**config.mk**
```make
export PLATFORM = sky130hd
export DESIGN_NAME = gen_for_seq_flat
export DESIGN_NICKNAME = d
export VERILOG_FILES = /design/src/rtl/gen_for_pkg.sv /design/src/rtl/gen_for_seq_if.sv /design/src/rtl/gen_for_step.sv /design/src/rtl/gen_for_seq.sv /design/src/flat_wrapper.sv
export SDC_FILE = /design/constraint.sdc
export NUM_CORES = 1
export LEC_CHECK = 0
export BUFFER_PORTS_ARGS = -buffer_cell sky130_fd_sc_hd__buf_2
export CAP_MARGIN = 20
export CORE_ASPECT_RATIO = 0.9
export CORE_UTILIZATION = 35
export DETAILED_ROUTE_END_ITERATION = 7
export PLACE_DENSITY_LB_ADDON = 0.2
export SETUP_SLACK_MARGIN = 0.5
export SLEW_MARGIN = 30
export SYNTH_ARGS = -nofsm -noshare
export SYNTH_HDL_FRONTEND = slang
export SYNTH_HIERARCHICAL = 1
export SYNTH_SLANG_ARGS = --single-unit
export TNS_END_PERCENT = 1
```
**constraint.sdc**
```tcl
create_clock -name CLK -period 9.1 [get_ports CLK]
set_input_delay 0.91 -clock CLK [delete_from_list [all_inputs] [get_ports CLK]]
set_output_delay 0.91 -clock CLK [all_outputs]
set_load 0.01 [all_outputs]
```
**src/rtl/gen_for_pkg.sv**
```systemverilog
// rtl/gen_for_pkg.sv - shared state enum and constants for gen_for_seq
package gen_for_pkg;

  // Controller states: wait for operands, iterate, present result.
  typedef enum logic [1:0] {
    ST_IDLE = 2'd0,
    ST_RUN  = 2'd1,
    ST_DONE = 2'd2
  } state_t;

  // Accumulator start value loaded on reset (and on each transfer unless persisting).
  localparam int INIT_TEMP    = 1;
  // Default constant subtracted from the accumulator to form the result.
  localparam int DEFAULT_BIAS = 17;

endpackage

```
**src/rtl/gen_for_seq_if.sv**
```systemverilog
// rtl/gen_for_seq_if.sv - operand/result handshake bundle for gen_for_seq
//
// Signals:
//   IN_VALID / IN_READY   operand pair handshake (A, B)
//   OUT_VALID / OUT_READY result handshake (XOUT)
//   BUSY                  block is not idle
// Modports: master = operand producer / result consumer, slave = gen_for_seq.
interface gen_for_seq_if #(
  parameter int NBITS = 8
);
  logic             IN_VALID;
  logic             IN_READY;
  logic [NBITS-1:0] A;
  logic [NBITS-1:0] B;
  logic             OUT_VALID;
  logic             OUT_READY;
  logic [NBITS-1:0] XOUT;
  logic             BUSY;

  modport master (
    output IN_VALID, A, B, OUT_READY,
    input  IN_READY, OUT_VALID, XOUT, BUSY
  );

  modport slave (
    input  IN_VALID, A, B, OUT_READY,
    output IN_READY, OUT_VALID, XOUT, BUSY
  );
endinterface

```
**src/rtl/gen_for_step.sv**
```systemverilog
// rtl/gen_for_step.sv - one accumulator iteration: add (A+B) on even index, (A-B) on odd
//
// Ports:
//   i_temp  current accumulator
//   i_a/i_b latched operands
//   i_odd   low bit of the iteration index
//   o_temp  next accumulator (all arithmetic wraps modulo 2^NBITS)
module gen_for_step #(
  parameter int NBITS = 8
) (
  input  logic [NBITS-1:0] i_temp,
  input  logic [NBITS-1:0] i_a,
  input  logic [NBITS-1:0] i_b,
  input  logic             i_odd,
  output logic [NBITS-1:0] o_temp
);

  logic [NBITS-1:0] w_sum;
  logic [NBITS-1:0] w_diff;
  logic [NBITS-1:0] w_term;

  assign w_sum  = i_a + i_b;
  assign w_diff = i_a - i_b;
  assign w_term = i_odd ? w_diff : w_sum;
  assign o_temp = i_temp + w_term;

endmodule

```
**src/rtl/gen_for_seq.sv**
```systemverilog
// rtl/gen_for_seq.sv - iterative accumulate sequencer: COUNT steps over latched A/B, result TEMP-BIAS
//
// Ports:
//   CLK  rising-edge clock
//   RST  asynchronous active-high reset
//   bus  gen_for_seq_if.slave (IN_VALID/IN_READY/A/B, OUT_VALID/OUT_READY/XOUT, BUSY)
// Configuration macro: GEN_FOR_SEQ_PERSIST_EN
//   defined   - accumulator carries over between transactions (cleared only by RST)
//   undefined - accumulator reloaded to INIT_TEMP on every operand transfer
module gen_for_seq
  import gen_for_pkg::*;
#(
  parameter int NBITS = 8,
  parameter int COUNT = 4,
  parameter int BIAS  = DEFAULT_BIAS
) (
  input  logic         CLK,
  input  logic         RST,
  gen_for_seq_if.slave bus
);

  state_t           r_state;
  state_t           w_state_nxt;

  logic [NBITS-1:0] r_a;
  logic [NBITS-1:0] r_b;
  logic [NBITS-1:0] r_temp;
  logic [7:0]       r_idx;
  logic [NBITS-1:0] r_xout;

  logic [NBITS-1:0] w_temp_nxt;
  logic             w_accept;
  logic             w_last;
  logic             w_in_ready;
  logic             w_out_valid;
  logic             w_busy;

  gen_for_step #(.NBITS(NBITS)) u_step (
    .i_temp (r_temp),
    .i_a    (r_a),
    .i_b    (r_b),
    .i_odd  (r_idx[0]),
    .o_temp (w_temp_nxt)
  );

  always_ff @(posedge CLK or posedge RST) begin
    if (RST) begin
      r_state <= ST_IDLE;
    end else begin
      r_state <= w_state_nxt;
    end
  end

  // Handshake outputs decode straight from the state register so RST
  // takes them to their idle values without waiting for a clock edge.
  always_comb begin
    w_state_nxt = r_state;
    w_accept    = 1'b0;
    w_last      = 1'b0;
    w_in_ready  = 1'b0;
    w_out_valid = 1'b0;
    w_busy      = 1'b1;
    case (r_state)
      ST_IDLE: begin
        w_in_ready = 1'b1;
        w_busy     = 1'b0;
        if (bus.IN_VALID) begin
          w_accept    = 1'b1;
          w_state_nxt = ST_RUN;
        end
      end
      ST_RUN: begin
        if (r_idx == 8'(COUNT - 1)) begin
          w_last      = 1'b1;
          w_state_nxt = ST_DONE;
        end
      end
      ST_DONE: begin
        // IN_READY stays low here, so the earliest next accept is the
        // cycle after returning to IDLE.
        w_out_valid = 1'b1;
        if (bus.OUT_READY) begin
          w_state_nxt = ST_IDLE;
        end
      end
      default: begin
        w_state_nxt = ST_IDLE;
      end
    endcase
  end

  always_ff @(posedge CLK or posedge RST) begin
    if (RST) begin
      r_a    <= '0;
      r_b    <= '0;
      r_temp <= NBITS'(INIT_TEMP);
      r_idx  <= '0;
      r_xout <= '0;
    end else if (w_accept) begin
      r_a   <= bus.A;
      r_b   <= bus.B;
      r_idx <= '0;
`ifdef GEN_FOR_SEQ_PERSIST_EN
      // Accumulator deliberately left untouched: it continues from the
      // previous transaction's final value.
`else
      r_temp <= NBITS'(INIT_TEMP);
`endif
    end else if (r_state == ST_RUN) begin
      r_temp <= w_temp_nxt;
      r_idx  <= r_idx + 8'd1;
      if (w_last) begin
        r_xout <= w_temp_nxt - NBITS'(BIAS);
      end
    end
  end

  assign bus.IN_READY  = w_in_ready;
  assign bus.OUT_VALID = w_out_valid;
  assign bus.BUSY      = w_busy;
  assign bus.XOUT      = r_xout;

endmodule

```
**src/flat_wrapper.sv**
```systemverilog
// flat-port wrapper written by rule: the top's interface ports become plain ports
module gen_for_seq_flat import gen_for_pkg::*;
#(
  parameter int NBITS = 8,
  parameter int COUNT = 4,
  parameter int BIAS  = DEFAULT_BIAS
)
  (CLK, RST, bus_IN_VALID, bus_A, bus_B, bus_OUT_READY, bus_IN_READY, bus_OUT_VALID, bus_XOUT, bus_BUSY);
  gen_for_seq_if #(.NBITS(NBITS)) bus_i ();
  input  logic CLK;
  input  logic RST;
  input wire logic [$bits(bus_i.IN_VALID)-1:0] bus_IN_VALID;
  input wire logic [$bits(bus_i.A)-1:0] bus_A;
  input wire logic [$bits(bus_i.B)-1:0] bus_B;
  input wire logic [$bits(bus_i.OUT_READY)-1:0] bus_OUT_READY;
  output wire logic [$bits(bus_i.IN_READY)-1:0] bus_IN_READY;
  output wire logic [$bits(bus_i.OUT_VALID)-1:0] bus_OUT_VALID;
  output wire logic [$bits(bus_i.XOUT)-1:0] bus_XOUT;
  output wire logic [$bits(bus_i.BUSY)-1:0] bus_BUSY;
  assign bus_i.IN_VALID = bus_IN_VALID;
  assign bus_i.A = bus_A;
  assign bus_i.B = bus_B;
  assign bus_i.OUT_READY = bus_OUT_READY;
  assign bus_IN_READY = bus_i.IN_READY;
  assign bus_OUT_VALID = bus_i.OUT_VALID;
  assign bus_XOUT = bus_i.XOUT;
  assign bus_BUSY = bus_i.BUSY;
  gen_for_seq #(.NBITS(NBITS), .COUNT(COUNT), .BIAS(BIAS)) u_core (.CLK(CLK), .RST(RST), .bus(bus_i));
endmodule
```
==> Flow_metrics.wiki, run 1 <==
{| class="wikitable"
! Metric !! Value
|-
| Run status || complete, no violations
|-
| Most instantiated flip-flop cell in the synthesis netlist || sky130_fd_sc_hd__dfrtp_1
|-
| Tightest Pin Transition || 0.7809 ns
|-
| Post-Syn Area per Cell || 10.46 µm²
|-
| Die boundary width || between 90 and 100 µm
|-
| Classification of the worst setup path || register to register
|-
| Post-CTS Resized || 0
|-
| Final-report max-slew violation count || 0
|-
| Commonest cells in the netlist || sky130_fd_sc_hd__dfrtp_1, sky130_fd_sc_hd__inv_1, sky130_fd_sc_hd__nand2_1
|-
| Fraction of the mapped netlist area in compound gates || 0.1321
|-
| Number of failing setup endpoints in the final timing report || 0
|-
| Unrepaired setup endpoints after global routing || false
|-
| Post-layout minimum cycle time || 3.862 ns
|-
| Average routed wire per standard cell || 13.94 µm
|-
| Mux share of post-synthesis cell area || 0.1172
|-
| Post-synthesis simple-gate area fraction || 0.1378
|-
| Number of buffers created by CTS || 5
|-
| Routed vias/inst || around 5.0
|-
| Largest net degree at the start of global routing || 43
|-
| Setup clock skew after layout || ~0.0038 ns
|-
| Via count of the first global-routing pass || 1846
|-
| Number of distinct library cell variants in the gate-level netlist after synthesis || 50
|-
| Count of flip-flops with a built-in enable after synthesis || 0
|-
| Startpoint Class || register
|-
| Die Height || 84 µm
|-
| Combinational family with the most area after synthesis || simple AND/OR/NAND/NOR gates
|-
| Top metal layer carrying routed signals || met4
|-
| Fmax || 259.0 MHz
|-
| Final WL || 5228 µm
|-
| Largest area contributor in the netlist || sky130_fd_sc_hd__dfrtp_1
|-
| Worst setup path startpoint || u_core/r_b[0]$_DFFE_PP0P_
|-
| Via count of the routed design || 1873
|-
| Relative area change from synthesis to final layout || 13.25%
|-
| Post-CTS Setup Inserts || 0
|-
| Die Area || 7822 µm²
|-
| CTS Hold Bufs || 0
|-
| Yosys warns || 6
|-
| CORE AREA || 7148 µm²
|-
| Number of input and output port buffers inserted || 30
|-
| Area share of fa/ha/maj cells after synthesis || 0.09665
|-
| Capturing element type of the critical path || register
|-
| FILL cells || 707
|-
| Post-synthesis xor/xnor area fraction || 0.06699
|-
| Total I/O pin count || 31
|-
| Effective utilization at floorplan || 0.3658
|-
| Setup TNS || 0 ns
|-
| DRC || 0
|-
| Mapped Nets || 289
|-
| Maximum Capacitance Violations || 0
|-
| Routed met1 length || 2639 µm
|-
| Seq cells post-synth || 42
|-
| Worst endpoint data arrival time || 4.08 ns
|-
| Post-CTS clock slew at the launch and capture registers of the worst setup and hold paths || 0.08 ns
|-
| Max FO, Critical Path || 4
|-
| Post-route clock period utilization || 0.4244
|-
| Mapped Area || 2615 µm²
|-
| Count of standard-cell rows || 29
|-
| Final hold vios || 0
|-
| Origin of the worst min-delay path || u_core/r_temp[0]$_DFFE_PP1P_
|-
| First-pass GRT wire length || 9018 µm
|-
| Portion of synthesized cell area occupied by the leading cell type || 0.3923
|-
| Share of cells above drive strength 1 || 0.2376
|-
| Routed length on met2 || 2307 µm
|-
| Overflow left after global routing || 0
|-
| Number of antenna violations at the first check in global routing || 0
|-
| Total global routing track utilization || 0.1489
|-
| CTS tree || built
|-
| Worst EP required || 9.31 ns
|-
| Antenna-violating nets left || 0
|-
| Share of the yosys chip area belonging to registers || 0.4024
|-
| Post-layout net count || between 300 and 400
|-
| Post-synthesis instance total || 250
|-
| Max Root-Sink Buffers || 2
|-
| Clock sink count || 42
|-
| Pre-CTS WS || 5.306 ns
|-
| Slew HR || 0.4784
|-
| Root Buffer Master || sky130_fd_sc_hd__clkbuf_8
|-
| H-tree lvl count || 2
|-
| Drt initial violations || 57
|-
| Detailed Routing Iterations Pass 1 || 4
|-
| Most common cell in the netlist || sky130_fd_sc_hd__dfrtp_1
|-
| Met3 routed WL || 206 µm
|-
| Clock network latency to the later pin of the worst-skew pair || 0.29 ns
|-
| Final critical-path setup slack || 5.238 ns
|-
| Hold Path Class || register to register
|-
| Leading cell types by total area after synthesis || sky130_fd_sc_hd__dfrtp_1, sky130_fd_sc_hd__ha_1, sky130_fd_sc_hd__mux2_4, sky130_fd_sc_hd__xnor2_1, sky130_fd_sc_hd__mux2_2
|-
| Cell area reported after detailed placement || between 2000 and 3000 µm²
|-
| Final Wtd Congestion || slightly below 0.8
|-
| HPWL after detailed placement || 3752 µm
|-
| Ant diodes || 0
|-
| Cell area after layout || around 3000 µm²
|-
| Share of async-settable or async-resettable flops after synthesis || 1.000
|-
| Reg2reg start || u_core/r_b[0]$_DFFE_PP0P_
|}
-- per-stage QoR --
step	util	hold slack [ns]	std cells
after floorplan	-	0.4736	250
after global placement	0.3986	0.4884	368
after detailed placement	0.3986	0.4924	368
after CTS	0.4143	0.5082	375
after global routing	0.4143	0.5231	375
final	0.4143	0.5040	375
-- final timing paths --
path / end / slack [ns] / cells past startpoint
setup reg to reg: u_core/bus.XOUT[7]$_DFFE_PP0P_ / 5.24 / 14
hold / removal: u_core/r_temp[0]$_DFFE_PP1P_ / 0.50 / 2
hold reg to reg: u_core/r_temp[0]$_DFFE_PP1P_ / 0.50 / 2
setup / recovery: u_core/bus.XOUT[7]$_DFFE_PP0P_ / 5.24 / 14
min in group asynchronous: u_core/r_b[6]$_DFFE_PP0P_ / 0.74 / 3
max in group asynchronous: u_core/r_temp[0]$_DFFE_PP1P_ / 7.97 / 3
-- kinds of logic (layout without fill, tap and decap cells) --
kind of cell,after synthesis,count (layout)
adders and majority gates,19,19
muxes,23,23
AOI/OAI and AO/OA,51,51
buffers and inverters,27,59
xor gates and xnor gates,20,20
and+or+nand+nor,68,68
DFF,42,42
-- registers in the layout, indices dropped and copies added (netlist names) --
register         flops
u_core/r_idx         8
u_core/r_temp        8
u_core/bus.XOUT      8
u_core/r_a           8
u_core/r_state       2
u_core/r_b           8
-- worst max-delay path, cell delays in order (launching register included) --
cell and delay, ns:
sky130_fd_sc_hd__dfrtp_1 0.39, sky130_fd_sc_hd__inv_1 0.06, sky130_fd_sc_hd__ha_1 0.28, sky130_fd_sc_hd__mux2_2 0.29, sky130_fd_sc_hd__fa_1 0.45, sky130_fd_sc_hd__nor2b_1 0.14, sky130_fd_sc_hd__o21ai_0 0.11, sky130_fd_sc_hd__a21boi_0 0.29
sky130_fd_sc_hd__nor2_1 0.10, sky130_fd_sc_hd__ha_1 0.23, sky130_fd_sc_hd__or4_1 0.51, sky130_fd_sc_hd__a31oi_1 0.20, sky130_fd_sc_hd__xnor2_1 0.17, sky130_fd_sc_hd__or3_1 0.40, sky130_fd_sc_hd__a31oi_1 0.18
-- layout by cell type (no fill, tap or decap), types with 3 or more instances in the layout --
cell type                   n
sky130_fd_sc_hd__xnor2_1   17
sky130_fd_sc_hd__nand2_1   18
sky130_fd_sc_hd__nor3_1     5
sky130_fd_sc_hd__o21a_1     3
sky130_fd_sc_hd__inv_1     20
sky130_fd_sc_hd__buf_2     30
sky130_fd_sc_hd__clkbuf_8   6
sky130_fd_sc_hd__o21ai_0   10
sky130_fd_sc_hd__nor2b_1    4
sky130_fd_sc_hd__dfrtp_1   41
sky130_fd_sc_hd__a21o_1     3
sky130_fd_sc_hd__o31ai_1    3
sky130_fd_sc_hd__xor2_1     3
sky130_fd_sc_hd__o211ai_1   5
sky130_fd_sc_hd__nand3_1   14
sky130_fd_sc_hd__ha_1      17
sky130_fd_sc_hd__mux2_4    13
sky130_fd_sc_hd__a31oi_1    9
sky130_fd_sc_hd__nor2_1    11
sky130_fd_sc_hd__a21oi_1    7
sky130_fd_sc_hd__mux2_2     9
-- final cells by class --
class,instances,area (µm²),share of cell area
Inverter,20,75.07,0.02535
Multi-Input combinational cell,181,1440,0.4863
Clock inverter,1,30.03,0.01014
Clock buffer,6,82.58,0.02788
Sequential cell,42,1052,0.3553
Timing Repair Buffer,32,165.2,0.05577
Tap cell,93,116.4,0.03929
-- metal layers --
metal	global-route usage	vias up
met3	0.03825	7
met4	0.04615	0
met1	0.2088	884
met2	0.2233	35
li1	-	947
met5	0	-
Power of run 1 is left out: the tool's default activity adds up to more than one toggle a clock period on the data nets, which glitch-free logic cannot reach.
==> inputs of run 2 (changes only) <==
--- a/config.mk
+++ b/config.mk
@@ -5,6 +5,7 @@
 export SDC_FILE = /design/constraint.sdc
 export NUM_CORES = 1
 export LEC_CHECK = 0
+export ABC_AREA = 1
 export BUFFER_PORTS_ARGS = -buffer_cell sky130_fd_sc_hd__buf_2
 export CAP_MARGIN = 20
 export CORE_ASPECT_RATIO = 0.9
==> constraint.sdc (replaced) <==
create_clock -name CLK -period 3.49 [get_ports CLK]
set_input_delay 0.349 -clock CLK [delete_from_list [all_inputs] [get_ports CLK]]
set_output_delay 0.349 -clock CLK [all_outputs]
set_load 0.01 [all_outputs]
==> Flow_metrics.wiki, run 2 <==
{| class="wikitable"
! Metric !! Value
|-
| DRC || 0 (unchanged)
|-
| CORE AREA || 7545 µm² (+5.5%)
|-
| Number of input and output port buffers inserted || 30 (unchanged)
|-
| Ant diodes || 0 (unchanged)
|-
| Capturing element type of the critical path || register
|-
| Die Area || 8177 µm² (+4.5%)
|-
| CTS tree || built
|-
| Average routed wire per standard cell || 11.08 µm (-21%)
|-
| Die boundary width || 95.21 µm (+2.2%)
|-
| Share of async-settable or async-resettable flops after synthesis || 1.000 (unchanged)
|-
| Share of cells above drive strength 1 || 0.2836 (+0.04599)
|-
| Count of standard-cell rows || 30 (+3.4%)
|-
| Clock network latency to the later pin of the worst-skew pair || 0.30 ns (about the same)
|-
| Most instantiated flip-flop cell in the synthesis netlist || sky130_fd_sc_hd__dfrtp_1
|-
| Worst-case reg-to-reg path depth || 26 (+12)
|-
| Final-report max-slew violation count || 0 (unchanged)
|-
| Relative area change from synthesis to final layout || 23.27%
|-
| Register area || 1052 µm² (unchanged)
|-
| Largest area contributor in the netlist || sky130_fd_sc_hd__dfrtp_1
|-
| Share of the yosys chip area belonging to registers || 0.3845 (-0.01785)
|-
| Number of distinct library cell variants in the gate-level netlist after synthesis || 37 (-26%)
|-
| Clock sink count || 42 (unchanged)
|-
| Overflow left after global routing || 0 (unchanged)
|-
| Via count of the first global-routing pass || 2205 (+19%)
|-
| Drt initial violations || 80 (+40%)
|-
| Setup clock skew after layout || 0.01025 ns (+0.006421 ns)
|-
| Post-layout minimum cycle time || 3.163 ns (-0.6987 ns)
|-
| Number of buffers created by CTS || 5 (unchanged)
|-
| Startpoint Class || register
|-
| Post-synthesis instance total || 355 (+42%)
|-
| Post-layout utilization of the core || 0.4471 (+0.03278)
|-
| Met3 routed WL || 127 µm (-38%)
|-
| Commonest non-fill, non-tap cell in the layout || sky130_fd_sc_hd__nand2_1
|-
| Final WL || 5519 µm (+5.6%)
|-
| Effective utilization at floorplan || 0.3627 (-0.003146)
|-
| Root Buffer Master || sky130_fd_sc_hd__clkbuf_8
|-
| Number of antenna violations at the first check in global routing || 0 (unchanged)
|-
| Yosys warns || 6 (unchanged)
|-
| FILL cells || 765 (+8.2%)
|-
| Mapped Nets || 394 (+36%)
|-
| Routed met1 length || 2692 µm (+2.0%)
|-
| Post-layout net count || 440 (+37%)
|-
| Count of flip-flops with a built-in enable after synthesis || 0 (unchanged)
|-
| Hold Path Class || primary input to asynchronous set/reset pin
|-
| Cell area after layout || 3373 µm² (+14%)
|-
| Leading cell types by total area after synthesis || sky130_fd_sc_hd__dfrtp_1, sky130_fd_sc_hd__nand2_1, sky130_fd_sc_hd__ha_1, sky130_fd_sc_hd__inv_1, sky130_fd_sc_hd__nand3_1
|-
| Reg2reg start || u_core/r_b[1]$_DFFE_PP0P_
|-
| Top library cells by usage in the layout, fill and taps aside || sky130_fd_sc_hd__nand2_1, sky130_fd_sc_hd__dfrtp_1, sky130_fd_sc_hd__inv_1
|-
| First-pass GRT wire length || 9535 µm (+5.7%)
|-
| Worst setup path startpoint || u_core/r_b[1]$_DFFE_PP0P_
|-
| CTS Hold Bufs || 0 (unchanged)
|-
| Unrepaired setup endpoints after global routing || true
|-
| Routed length on met2 || 2623 µm (+14%)
|-
| Number of failing setup endpoints in the final timing report || 0 (unchanged)
|-
| Tightest Pin Transition || 0.5399 ns (-0.2410 ns)
|-
| Cell area reported after detailed placement || 2984 µm² (+4.7%)
|-
| Most common cell in the netlist || sky130_fd_sc_hd__nand2_1
|-
| Total area of multi-input combinational cells || 1645 µm² (+14%)
|-
| HPWL after detailed placement || 4027 µm (+7.3%)
|-
| Max FO, Critical Path || 4 (unchanged)
|-
| Run status || complete, no violations
|-
| Portion of synthesized cell area occupied by the leading cell type || 0.3749 (-0.01740)
|-
| Antenna-violating nets left || 0 (unchanged)
|-
| Total global routing track utilization || 0.1488 (about the same)
|-
| Detailed Routing Iterations Pass 1 || 4 (unchanged)
|-
| Worst EP required || 3.74 ns (-5.57 ns)
|-
| Top metal layer carrying routed signals || met4
|-
| Final Wtd Congestion || 0.8016 (+1.6%)
|-
| H-tree lvl count || 2 (unchanged)
|-
| Max Root-Sink Buffers || 2 (unchanged)
|-
| Total I/O pin count || 31 (unchanged)
|-
| Reg-to-reg slack, setup || 0.33 ns (-4.91 ns)
|-
| Slew HR || 0.6401 (+0.1617)
|-
| Post-route clock period utilization || 0.9063 (+0.4819)
|-
| Largest net degree at the start of global routing || 43 (unchanged)
|-
| Pre-CTS WS || 0.1114 ns (-5.195 ns)
|-
| Post-CTS clock slew at the launch and capture registers of the worst setup and hold paths || 0.09 ns (about the same)
|-
| Final critical-path setup slack || 0.3271 ns (-4.911 ns)
|-
| Die Height || 85.89 µm (+2.2%)
|-
| Commonest cells in the netlist || sky130_fd_sc_hd__nand2_1, sky130_fd_sc_hd__inv_1, sky130_fd_sc_hd__dfrtp_1
|-
| Setup TNS || 0 ns (unchanged)
|-
| Mapped Area || 2736 µm² (+4.6%)
|-
| Worst endpoint data arrival time || 3.41 ns (-0.67 ns)
|-
| Maximum Capacitance Violations || 0 (unchanged)
|-
| R2R Path End || u_core/bus.XOUT[7]$_DFFE_PP0P_
|-
| Routed vias/inst || 4.566 (-8.6%)
|-
| Fmax || 316.2 MHz (+22%)
|-
| Seq cells post-synth || 42 (unchanged)
|-
| Classification of the worst setup path || register to register
|-
| Final hold vios || 0 (unchanged)
|-
| Post-Syn Area per Cell || 7.708 µm² (-26%)
|-
| Via count of the routed design || 2274 (+21%)
|}
run 2: cell types whose count changed in the layout (fill, tap and decap cells not counted), moves of 9 or more:
cell / before / now
sky130_fd_sc_hd__mux2_2: 9 / 0
sky130_fd_sc_hd__inv_1: 20 / 37
sky130_fd_sc_hd__inv_2: 0 / 10
sky130_fd_sc_hd__mux2_4: 13 / 0
sky130_fd_sc_hd__nand2_2: 0 / 12
sky130_fd_sc_hd__buf_4: 2 / 12
sky130_fd_sc_hd__a31oi_1: 9 / 0
sky130_fd_sc_hd__xnor2_1: 17 / 6
sky130_fd_sc_hd__nand2_1: 18 / 120
sky130_fd_sc_hd__o21ai_1: 0 / 17
run 2: critical path, cell delays in order, from the launching register on:
cell	delay, ns
sky130_fd_sc_hd__dfrtp_1	0.42
sky130_fd_sc_hd__buf_6	0.13
sky130_fd_sc_hd__nor2_1	0.08
sky130_fd_sc_hd__nand2_1	0.08
sky130_fd_sc_hd__nand2_2	0.10
sky130_fd_sc_hd__xor2_1	0.14
sky130_fd_sc_hd__inv_1	0.09
sky130_fd_sc_hd__ha_4	0.26
sky130_fd_sc_hd__a21oi_2	0.15
sky130_fd_sc_hd__o21ai_2	0.09
sky130_fd_sc_hd__nand2_2	0.08
sky130_fd_sc_hd__a21boi_2	0.06
sky130_fd_sc_hd__buf_4	0.13
sky130_fd_sc_hd__o21bai_1	0.12
sky130_fd_sc_hd__nand2_1	0.10
sky130_fd_sc_hd__ha_4	0.31
sky130_fd_sc_hd__nand2_2	0.06
sky130_fd_sc_hd__or2_1	0.22
sky130_fd_sc_hd__nand3_2	0.09
sky130_fd_sc_hd__inv_2	0.04
sky130_fd_sc_hd__nand3_2	0.07
sky130_fd_sc_hd__nand2_2	0.06
sky130_fd_sc_hd__inv_2	0.05
sky130_fd_sc_hd__nand3_1	0.07
sky130_fd_sc_hd__nand2_1	0.06
sky130_fd_sc_hd__nand2_1	0.04
sky130_fd_sc_hd__nand2_1	0.05
run 2: layout make-up:
cell class,count,area share
flip-flops and latches,42,0.3119
multi-input cells,259,0.4878
clock inverters,1,0.008902
inverters,49,0.05527
well taps,96,0.03561
clock buffers,7,0.02263
repair buffers,44,0.07789
run 2: cell families after synthesis:
kind of cell	Yosys count	synth area share
AOI/OAI and AO/OA	44	0.09969
buffers and inverters	54	0.08185
adders and majority gates	19	0.09236
DFF	42	0.3845
xor gates and xnor gates	14	0.04481
and+or+nand+nor	182	0.2968
run 2: how the worst max path moves through the flow:
stage | to | slack (ns) | cells past startpoint
finish | u_core/bus.XOUT[7]$_DFFE_PP0P_ | 0.33 | 26
detailed placement | u_core/bus.XOUT[7]$_DFFE_PP0P_ | 0.11 | 26
global placement | u_core/bus.XOUT[7]$_DFFE_PP0P_ | 0.09 | 26
CTS | u_core/bus.XOUT[7]$_DFFE_PP0P_ | 0.31 | 26
floorplan | u_core/bus.XOUT[7]$_DFFE_PP0P_ | 0.48 | 26
global route | u_core/bus.XOUT[7]$_DFFE_PP0P_ | 0.05 | 27
run 2: repair_timing:
action	CTS	global route
pin swaps	10	36
setup buffers	10	2
setup endpoints to repair	7	9
gates resized for setup	7	35
run 2: through the flow:
stage	hold WS [ns]	std cells
after floorplan	0.4353	355
after global placement	0.4604	478
after detailed placement	0.4665	478
after CTS	0.1861	496
after global routing	0.2170	498
final	0.1626	498
run 2: layer usage:
metal,vias to the layer above,GRT usage
li1,1210,-
met1,1041,0.1949
met2,16,0.2442
met3,7,0.02926
met4,0,0.04959
met5,-,0
Power of run 2 is left out for the same reason.
